[src/rtl/temporal_pkg.sv]
// Shared definitions for the temporal memory bank.
//   state_e     : per-channel read FSM state (IDLE, READ)
//   CH_DEFAULT  : default number of channels
//   MAX_DEFAULT : default per-channel saturation count
package temporal_pkg;

  typedef enum logic {
    IDLE = 1'b0,
    READ = 1'b1
  } state_e;

  localparam int unsigned CH_DEFAULT  = 4;
  localparam int unsigned MAX_DEFAULT = 59;

endpackage

[src/rtl/temporal_cell.sv]
// One temporal storage channel: accumulates write cycles into a saturating
// count and replays the count as an output pulse of equal length on request.
// Ports:
//   clk, rst  : clock, asynchronous active-high reset
//   we        : add one unit of stored time per sampled-high cycle (IDLE only)
//   re        : rising edge starts a read (IDLE only)
//   q         : output pulse, high for exactly count cycles
//   sat       : count == MAX
//   busy      : read in progress
//   rd_done   : one-cycle strobe at end of read
//   cnt_o     : registered stored count
module temporal_cell
  import temporal_pkg::*;
#(
  parameter int unsigned MAX         = MAX_DEFAULT,
  parameter int unsigned W           = $clog2(MAX + 1),
  parameter bit          DESTRUCTIVE = 1'b0
) (
  input  logic         clk,
  input  logic         rst,
  input  logic         we,
  input  logic         re,
  output logic         q,
  output logic         sat,
  output logic         busy,
  output logic         rd_done,
  output logic [W-1:0] cnt_o
);

  state_e         state_q, state_d;
  logic [W-1:0]   count_q, count_d;
  logic [W-1:0]   rcnt_q, rcnt_d;
  logic           q_q, q_d;
  logic           busy_q, busy_d;
  logic           done_q, done_d;
  // Set only once re has been sampled low since reset, so a re held high
  // through reset never looks like a fresh rising edge.
  logic           armed_q;

  always_comb begin
    state_d = state_q;
    count_d = count_q;
    rcnt_d  = rcnt_q;
    q_d     = q_q;
    busy_d  = busy_q;
    done_d  = 1'b0;
    unique case (state_q)
      IDLE: begin
        if (re && armed_q) begin
          // Read wins over a simultaneous write.
          if (count_q == '0) begin
            done_d = 1'b1;
          end else begin
            state_d = READ;
            busy_d  = 1'b1;
            q_d     = 1'b1;
            rcnt_d  = count_q;
          end
        end else if (we && (count_q != W'(MAX))) begin
          count_d = count_q + W'(1);
        end
      end
      READ: begin
        // rcnt holds the cycles of q still owed including the current one.
        if (rcnt_q <= W'(1)) begin
          state_d = IDLE;
          q_d     = 1'b0;
          busy_d  = 1'b0;
          done_d  = 1'b1;
          rcnt_d  = '0;
          if (DESTRUCTIVE) begin
            count_d = '0;
          end
        end else begin
          rcnt_d = rcnt_q - W'(1);
        end
      end
      default: state_d = IDLE;
    endcase
  end

  always_ff @(posedge clk or posedge rst) begin
    if (rst) begin
      state_q <= IDLE;
      count_q <= '0;
      rcnt_q  <= '0;
      q_q     <= 1'b0;
      busy_q  <= 1'b0;
      done_q  <= 1'b0;
      armed_q <= 1'b0;
    end else begin
      state_q <= state_d;
      count_q <= count_d;
      rcnt_q  <= rcnt_d;
      q_q     <= q_d;
      busy_q  <= busy_d;
      done_q  <= done_d;
      armed_q <= ~re;
    end
  end

  assign q       = q_q;
  assign busy    = busy_q;
  assign rd_done = done_q;
  assign cnt_o   = count_q;
  assign sat     = (count_q == W'(MAX));

endmodule

[src/rtl/temporal_mem_bank.sv]
// Bank of CH independent temporal storage channels.
// Ports (bit k belongs to channel k):
//   clk, rst  : clock, asynchronous active-high reset
//   we, re    : per-channel write enable / read request
//   q         : per-channel output pulse
//   sat       : per-channel saturation flag
//   busy      : per-channel read-in-progress
//   rd_done   : per-channel read-complete strobe
//   cnt_o     : flattened counts, channel k at [k*W +: W]
module temporal_mem_bank
  import temporal_pkg::*;
#(
  parameter int unsigned CH          = CH_DEFAULT,
  parameter int unsigned MAX         = MAX_DEFAULT,
  parameter int unsigned W           = $clog2(MAX + 1),
  parameter bit          DESTRUCTIVE = 1'b0
) (
  input  logic            clk,
  input  logic            rst,
  input  logic [CH-1:0]   we,
  input  logic [CH-1:0]   re,
  output logic [CH-1:0]   q,
  output logic [CH-1:0]   sat,
  output logic [CH-1:0]   busy,
  output logic [CH-1:0]   rd_done,
  output logic [CH*W-1:0] cnt_o
);

  for (genvar k = 0; k < CH; k++) begin : g_cell
    temporal_cell #(
      .MAX         (MAX),
      .W           (W),
      .DESTRUCTIVE (DESTRUCTIVE)
    ) u_cell (
      .clk     (clk),
      .rst     (rst),
      .we      (we[k]),
      .re      (re[k]),
      .q       (q[k]),
      .sat     (sat[k]),
      .busy    (busy[k]),
      .rd_done (rd_done[k]),
      .cnt_o   (cnt_o[k*W +: W])
    );
  end

endmodule
[config.mk]
export PLATFORM = sky130hd
export DESIGN_NAME = temporal_mem_bank
export DESIGN_NICKNAME = d
export VERILOG_FILES = /design/src/rtl/temporal_pkg.sv /design/src/rtl/temporal_cell.sv /design/src/rtl/temporal_mem_bank.sv
export SDC_FILE = /design/constraint.sdc
export NUM_CORES = 1
export LEC_CHECK = 0
export CAP_MARGIN = 20
export CORE_AREA = 2 2 75 94
export CTS_BUF_LIST = sky130_fd_sc_hd__clkbuf_4
export DETAILED_ROUTE_END_ITERATION = 7
export DIE_AREA = 0 0 77 96
export GPL_TIMING_DRIVEN = 0
export HOLD_SLACK_MARGIN = 0.15
export PLACE_DENSITY = 0.87
export SYNTH_ARGS = -nofsm -noshare
export SYNTH_HDL_FRONTEND = slang
export SYNTH_SLANG_ARGS = --single-unit
[constraint.sdc]
create_clock -name clk -period 3.1 [get_ports clk]
set_input_delay 0.775 -clock clk [delete_from_list [all_inputs] [get_ports clk]]
set_output_delay 0.775 -clock clk [all_outputs]
set_load 0.02 [all_outputs]
Word-level counts from Yosys, hierarchy flattened
Cells that the tools add are included.

Logic and storage cells: 156. Input bits: 10. Bits in registers: 64. Output and inout port bits: 40.

Bitwise operators: 12. Reductions and logical operators: 24. Eq/ne operators: 20. Mux-type cells: 64. Order comparisons: 4. $add $sub $neg: 8.

Operator list (count): $mux 6 (12); $pmux 6 s2 (4); $mux 1 (36); $add 6x1->6 const B (4); $eq 6x6->1 const B (4); $le 6x1->1 const B (4); $logic_not 6->1 (4); $ne 6x6->1 const B (4); $pmux 1 s2 (12); $reduce_and 3->1 (8); $sub 6x1->6 const B (4); $ne 2x2->1 const B (8); $not 1->1 (12); $logic_and 1x1->1 (8); $ne 2x1->1 const B (4); $reduce_and 2->1 (4).

Logic depth before layout (Yosys ltp)
Depth in word-level cells: 4. Depth in mapped cells: 6. Depth with buffers taken out: 6.

By module
A second synthesis with hierarchy kept.

Cells, all modules: 350. Area total of the unflattened synthesis: 3616.0 um2.

Modules (own cells, without submodules): temporal_cell (g_cell[0].u_cell ...) (cells an instance 88, area each 905.9 um2, instances 3, seq. area each 400.4 um2); temporal_cell (g_cell[3].u_cell) (cells an instance 86, area each 898.4 um2, instances 1, seq. area each 400.4 um2).

Least setup slack after synthesis
No wires, ideal clock.

Path type: register -> output. Start point: register g_cell[0].u_cell.count_q[3]. End point: output sat[0]. Path slack: 1.070 ns. Stages on the path, launching flop included: 5. Arrival: 1.255 ns. Buffers on the path: 2. Required time: 2.325 ns. Cells stage by stage: dfrtp_1 > clkbuf_1 > and4b_1 > and2_1 > buf_4.

Longest elaborated chain between the ends: 1.

RTL lines: start, declared (RTL line temporal_cell.sv:31) `logic [W-1:0] count_q, count_d;`; start signal, assigned (RTL line temporal_cell.sv:93) `count_q <= count_d;`; $eq 6x6->1 (RTL line temporal_cell.sv:106) `assign sat = (count_q == W'(MAX));`; end, declared (RTL line temporal_mem_bank.sv:23) `output logic [CH-1:0] sat,`.

No other way between the ends.

Worst setup path in the final report
Start point: register g_cell[0].u_cell.count_q[2]. End point: output sat[0].

The elaborated chain is that of the path after synthesis.

==> impl_metrics.xml <==
<?xml version="1.0" encoding="UTF-8"?>
<metrics>
  <group name="run_status">
    <metric name="outcome" unit="">completed</metric>
  </group>
  <group name="logic_synthesis">
    <metric name="synthDominantCellAreaShare" unit="%">44.6</metric>
    <metric name="synthesis.yosys.warnings" unit="">0</metric>
    <metric name="yosysSeqAreaShare" unit="%">44.6</metric>
    <metric name="synth-main-ff-cell" unit="">sky130_fd_sc_hd__dfrtp_1</metric>
    <metric name="syn_area_per_cell" unit="um^2">9.93</metric>
    <metric name="synthCells" unit="">362</metric>
    <metric name="synth_largest_area_cell" unit="">sky130_fd_sc_hd__dfrtp_1</metric>
    <metric name="yosys.cell_types.count" unit="">64</metric>
    <metric name="yosys_register_bits" unit="">64</metric>
    <metric name="async_flop_share" unit="%">100</metric>
    <metric name="ys_top_cells_by_area" unit="">sky130_fd_sc_hd__dfrtp_1 45%, sky130_fd_sc_hd__ha_1 5.6%, sky130_fd_sc_hd__xnor2_1 4.1%</metric>
    <metric name="synth-edff-count" unit="">0</metric>
    <metric name="synthesis.area" unit="um^2">3590</metric>
    <metric name="postSynthNetCount" unit="">388</metric>
  </group>
  <group name="place">
    <metric name="finalWeightedCongestion" unit="">0.895</metric>
    <metric name="io_buffers" unit="">49</metric>
    <metric name="dp_hpwl" unit="um">5460</metric>
  </group>
  <group name="cts">
    <metric name="post_cts.resized_instances" unit="">0</metric>
    <metric name="clk_transition_reported_paths" unit="ns">0.09</metric>
    <metric name="clkLatencyLatePin" unit="ns">0.40</metric>
    <metric name="cts-root-to-sink-buffers" unit="">2</metric>
    <metric name="clkSinkCount" unit="">64</metric>
    <metric name="cts.root.buffer_cell" unit="">sky130_fd_sc_hd__clkbuf_4</metric>
    <metric name="tritoncts" unit="">yes</metric>
    <metric name="cts-hold-fix-buffers" unit="">0</metric>
    <metric name="postCtsSetupRepairBufs" unit="">0</metric>
    <metric name="cts_made_buffers" unit="">9</metric>
    <metric name="ctsHtreeMaxLevel" unit="">3</metric>
  </group>
  <group name="setup_path">
    <metric name="cpPeakStageDelay" unit="ns">0.59</metric>
    <metric name="cp-end-kind" unit="">output port</metric>
    <metric name="timing_worst_setup_path_type" unit="">flop to output port</metric>
    <metric name="cp.arrival" unit="ns">2.12</metric>
    <metric name="path_max_fanout" unit="">8</metric>
    <metric name="cp_max_stage_cell" unit="">sky130_fd_sc_hd__clkdlybuf4s50_1</metric>
    <metric name="critPathLaunchType" unit="">flop</metric>
    <metric name="path_cells" unit="">buf_2, and4b_1, and2_1, buf_4, clkdlybuf4s50_1</metric>
    <metric name="cp_data_required_time" unit="ns">2.32</metric>
  </group>
  <group name="sta">
    <metric name="setup_viol_count_final" unit="">0</metric>
    <metric name="maxSlewViolCount" unit="">0</metric>
    <metric name="finalHoldViolations" unit="">0</metric>
    <metric name="grt_setup_unrepaired" unit="">no</metric>
    <metric name="fin_setup_tns" unit="ns">0</metric>
    <metric name="timing.max_slew.rel_slack" unit="%">60.2</metric>
    <metric name="holdWs" unit="ns">0.516</metric>
    <metric name="post-route-period-util" unit="%">93.4</metric>
    <metric name="max_slew.worst_pin.slew" unit="ns">0.596</metric>
    <metric name="maxClockFrequency" unit="MHz">345</metric>
    <metric name="final.setup_skew" unit="ns">0.0143</metric>
    <metric name="post-route-min-period" unit="ns">2.89</metric>
  </group>
  <group name="power_and_ir_drop">
    <metric name="power.density" unit="nW/um^2">820</metric>
    <metric name="max-vdd-ir-drop" unit="mV">0.495</metric>
    <metric name="power_leakage" unit="uW">0.00191</metric>
  </group>
  <group name="detailed_routing">
    <metric name="vias" unit="">2941</metric>
    <metric name="met3WireLength" unit="um">416</metric>
    <metric name="via_per_inst" unit="">5.76</metric>
    <metric name="antenna_left" unit="">0</metric>
    <metric name="highest_routing_layer_actually_used" unit="">met4</metric>
    <metric name="met1Wirelength" unit="um">3140</metric>
    <metric name="wl" unit="um">7480</metric>
    <metric name="drt_pre_antenna_iters" unit="">5</metric>
    <metric name="initial_drc_count" unit="">210</metric>
    <metric name="drc" unit="">0</metric>
    <metric name="detailroute.wirelength.met2" unit="um">3760</metric>
    <metric name="wl_per_cell" unit="um">14.6</metric>
  </group>
  <group name="cells_and_area">
    <metric name="layout-area-overhead-vs-synth" unit="%">19.8</metric>
    <metric name="nets_finish" unit="">447</metric>
    <metric name="antenna_cells_inserted" unit="">0</metric>
    <metric name="post_route_cells_drive_above_1_share" unit="%">12.3</metric>
  </group>
  <group name="floorplan">
    <metric name="die_w" unit="um">77</metric>
    <metric name="fp.coreArea" unit="um^2">6520</metric>
    <metric name="rows" unit="">33</metric>
    <metric name="die_height" unit="um">96</metric>
    <metric name="die_area" unit="um^2">7390</metric>
    <metric name="initial_core_util" unit="%">55.1</metric>
    <metric name="top_level_ports" unit="">50</metric>
  </group>
  <group name="global_route">
    <metric name="track_usage" unit="%">21.3</metric>
    <metric name="pin_count_of_the_biggest_net_entering_global_routing" unit="">38</metric>
    <metric name="via_count_of_the_first_global_routing_pass" unit="">2828</metric>
    <metric name="grt_first_pass_wirelength" unit="um">12700</metric>
    <metric name="antenna_violations_before_repair" unit="">0</metric>
    <metric name="grt-ovfl-total" unit="">0</metric>
  </group>
  <group name="min_path">
    <metric name="hold_class" unit="">flop to flop</metric>
  </group>
  <group name="run">
    <metric name="cap_violations" unit="">0</metric>
  </group>
</metrics>
==> path summary, 6_finish.rpt <==
check / slack, ns / depth (start not counted) / to / from
worst max-delay path: 0.21 / 5 / sat[0] / g_cell[0].u_cell.cnt_o[2]
worst min-delay path: 0.52 / 2 / g_cell[3].u_cell.q / g_cell[3].u_cell.q
worst max register to register: 1.17 / 6 / g_cell[3].u_cell.rcnt_q[1] / g_cell[3].u_cell.cnt_o[0]
worst min register to register: 0.52 / 2 / g_cell[3].u_cell.q / g_cell[3].u_cell.q
max in group asynchronous: 1.73 / 3 / g_cell[2].u_cell.cnt_o[4] / rst
min in group asynchronous: 0.76 / 2 / g_cell[0].u_cell.armed_q / rst
==> layout by cell type, fill, tap and decap left out, types with 3 or more instances in the layout <==
master,n
sky130_fd_sc_hd__and3_1,4
sky130_fd_sc_hd__buf_4,16
sky130_fd_sc_hd__clkinv_1,3
sky130_fd_sc_hd__nor4_1,6
sky130_fd_sc_hd__nand4_1,10
sky130_fd_sc_hd__o22ai_1,7
sky130_fd_sc_hd__nand3b_1,3
sky130_fd_sc_hd__dfrtp_1,64
sky130_fd_sc_hd__nand2_1,31
sky130_fd_sc_hd__mux2_2,5
sky130_fd_sc_hd__nor2_1,25
sky130_fd_sc_hd__nor3_1,5
sky130_fd_sc_hd__clkdlybuf4s50_1,49
sky130_fd_sc_hd__a31oi_1,7
sky130_fd_sc_hd__nor2b_1,7
sky130_fd_sc_hd__xor2_1,4
sky130_fd_sc_hd__mux2i_1,5
sky130_fd_sc_hd__nand3_1,7
sky130_fd_sc_hd__ha_1,16
sky130_fd_sc_hd__and3b_1,3
sky130_fd_sc_hd__clkbuf_1,8
sky130_fd_sc_hd__clkbuf_4,12
sky130_fd_sc_hd__and4b_1,5
sky130_fd_sc_hd__inv_1,22
sky130_fd_sc_hd__nand2b_1,5
sky130_fd_sc_hd__xnor2_1,17
sky130_fd_sc_hd__a221oi_1,5
sky130_fd_sc_hd__a21oi_1,13
sky130_fd_sc_hd__o21ai_0,12
==> synth_stat cells, types with 6 or more instances <==
master and count:
sky130_fd_sc_hd__nand2_1 31, sky130_fd_sc_hd__xnor2_1 17, sky130_fd_sc_hd__buf_4 16, sky130_fd_sc_hd__nor2_1 25, sky130_fd_sc_hd__nand4_1 10, sky130_fd_sc_hd__clkbuf_1 10
sky130_fd_sc_hd__dfrtp_1 64, sky130_fd_sc_hd__ha_1 16, sky130_fd_sc_hd__nor4_1 6, sky130_fd_sc_hd__nand3_1 7, sky130_fd_sc_hd__a31oi_1 7, sky130_fd_sc_hd__o21ai_0 12
sky130_fd_sc_hd__inv_1 23, sky130_fd_sc_hd__a21oi_1 13, sky130_fd_sc_hd__o22ai_1 7, sky130_fd_sc_hd__nor2b_1 7
==> stage by stage <==
step	utilization (%)	total power (uW)	cell area, um^2	std cells	setup WS, ns
floorplan	-	2520	3590	362	0.727
global route	66.0	3790	4310	511	0.0957
CTS	66.1	3540	4310	513	0.0814
global placement	64.3	2980	4190	498	-0.324
finish	66.0	3530	4310	511	0.205
detailed placement	64.6	3070	4210	499	0.525
==> power breakdown <==
group	switching, uW	internal, uW
Combinational	859	791
Sequential	327	1090
Clock	278	180
Total	1460	2060
==> area by class of cell <==
class	count	area [um^2]
Timing Repair Buffer	50	510
Clock inverter	2	8.76
Tap cell	87	109
Sequential cell	64	1600
Clock buffer	12	90.1
Buffer	26	160
Fill cell	551	2220
Multi-Input combinational cell	245	1730
Inverter	25	93.8
==> worst max-delay path, delay by kind of cell (launching register included) <==
kind	cells	cell delay, ns
and+or+nand+nor	2	0.44
DFF	1	0.41
buffers and inverters	3	0.88
==> layer usage <==
layer  vias to the layer above  GRT usage (%)
met5                         -              0
met4                         0           9.82
met3                        18           3.28
met2                       117           37.6
met1                      1402           26.1
li1                       1404              -
==> state kept, by name (all words and copies together) (netlist names) <==
signal / count
g_cell.u_cell.state_q: 4
g_cell.u_cell.q: 4
g_cell.u_cell.rd_done: 4
g_cell.u_cell.rcnt_q: 24
g_cell.u_cell.armed_q: 4
g_cell.u_cell.cnt_o: 24
==> kinds of logic after synthesis <==
family / Yosys count / synth area share [%]
AO/OA/AOI/OAI: 73 / 15.3
XOR/XNOR: 21 / 5.12
adder cells (fa/ha/maj): 16 / 5.57
buffers and inverters: 53 / 7.27
flip-flops: 64 / 44.6
multiplexers: 10 / 2.96
AND/OR/NAND/NOR: 125 / 19.2
(Power assumes the default switching activity.)
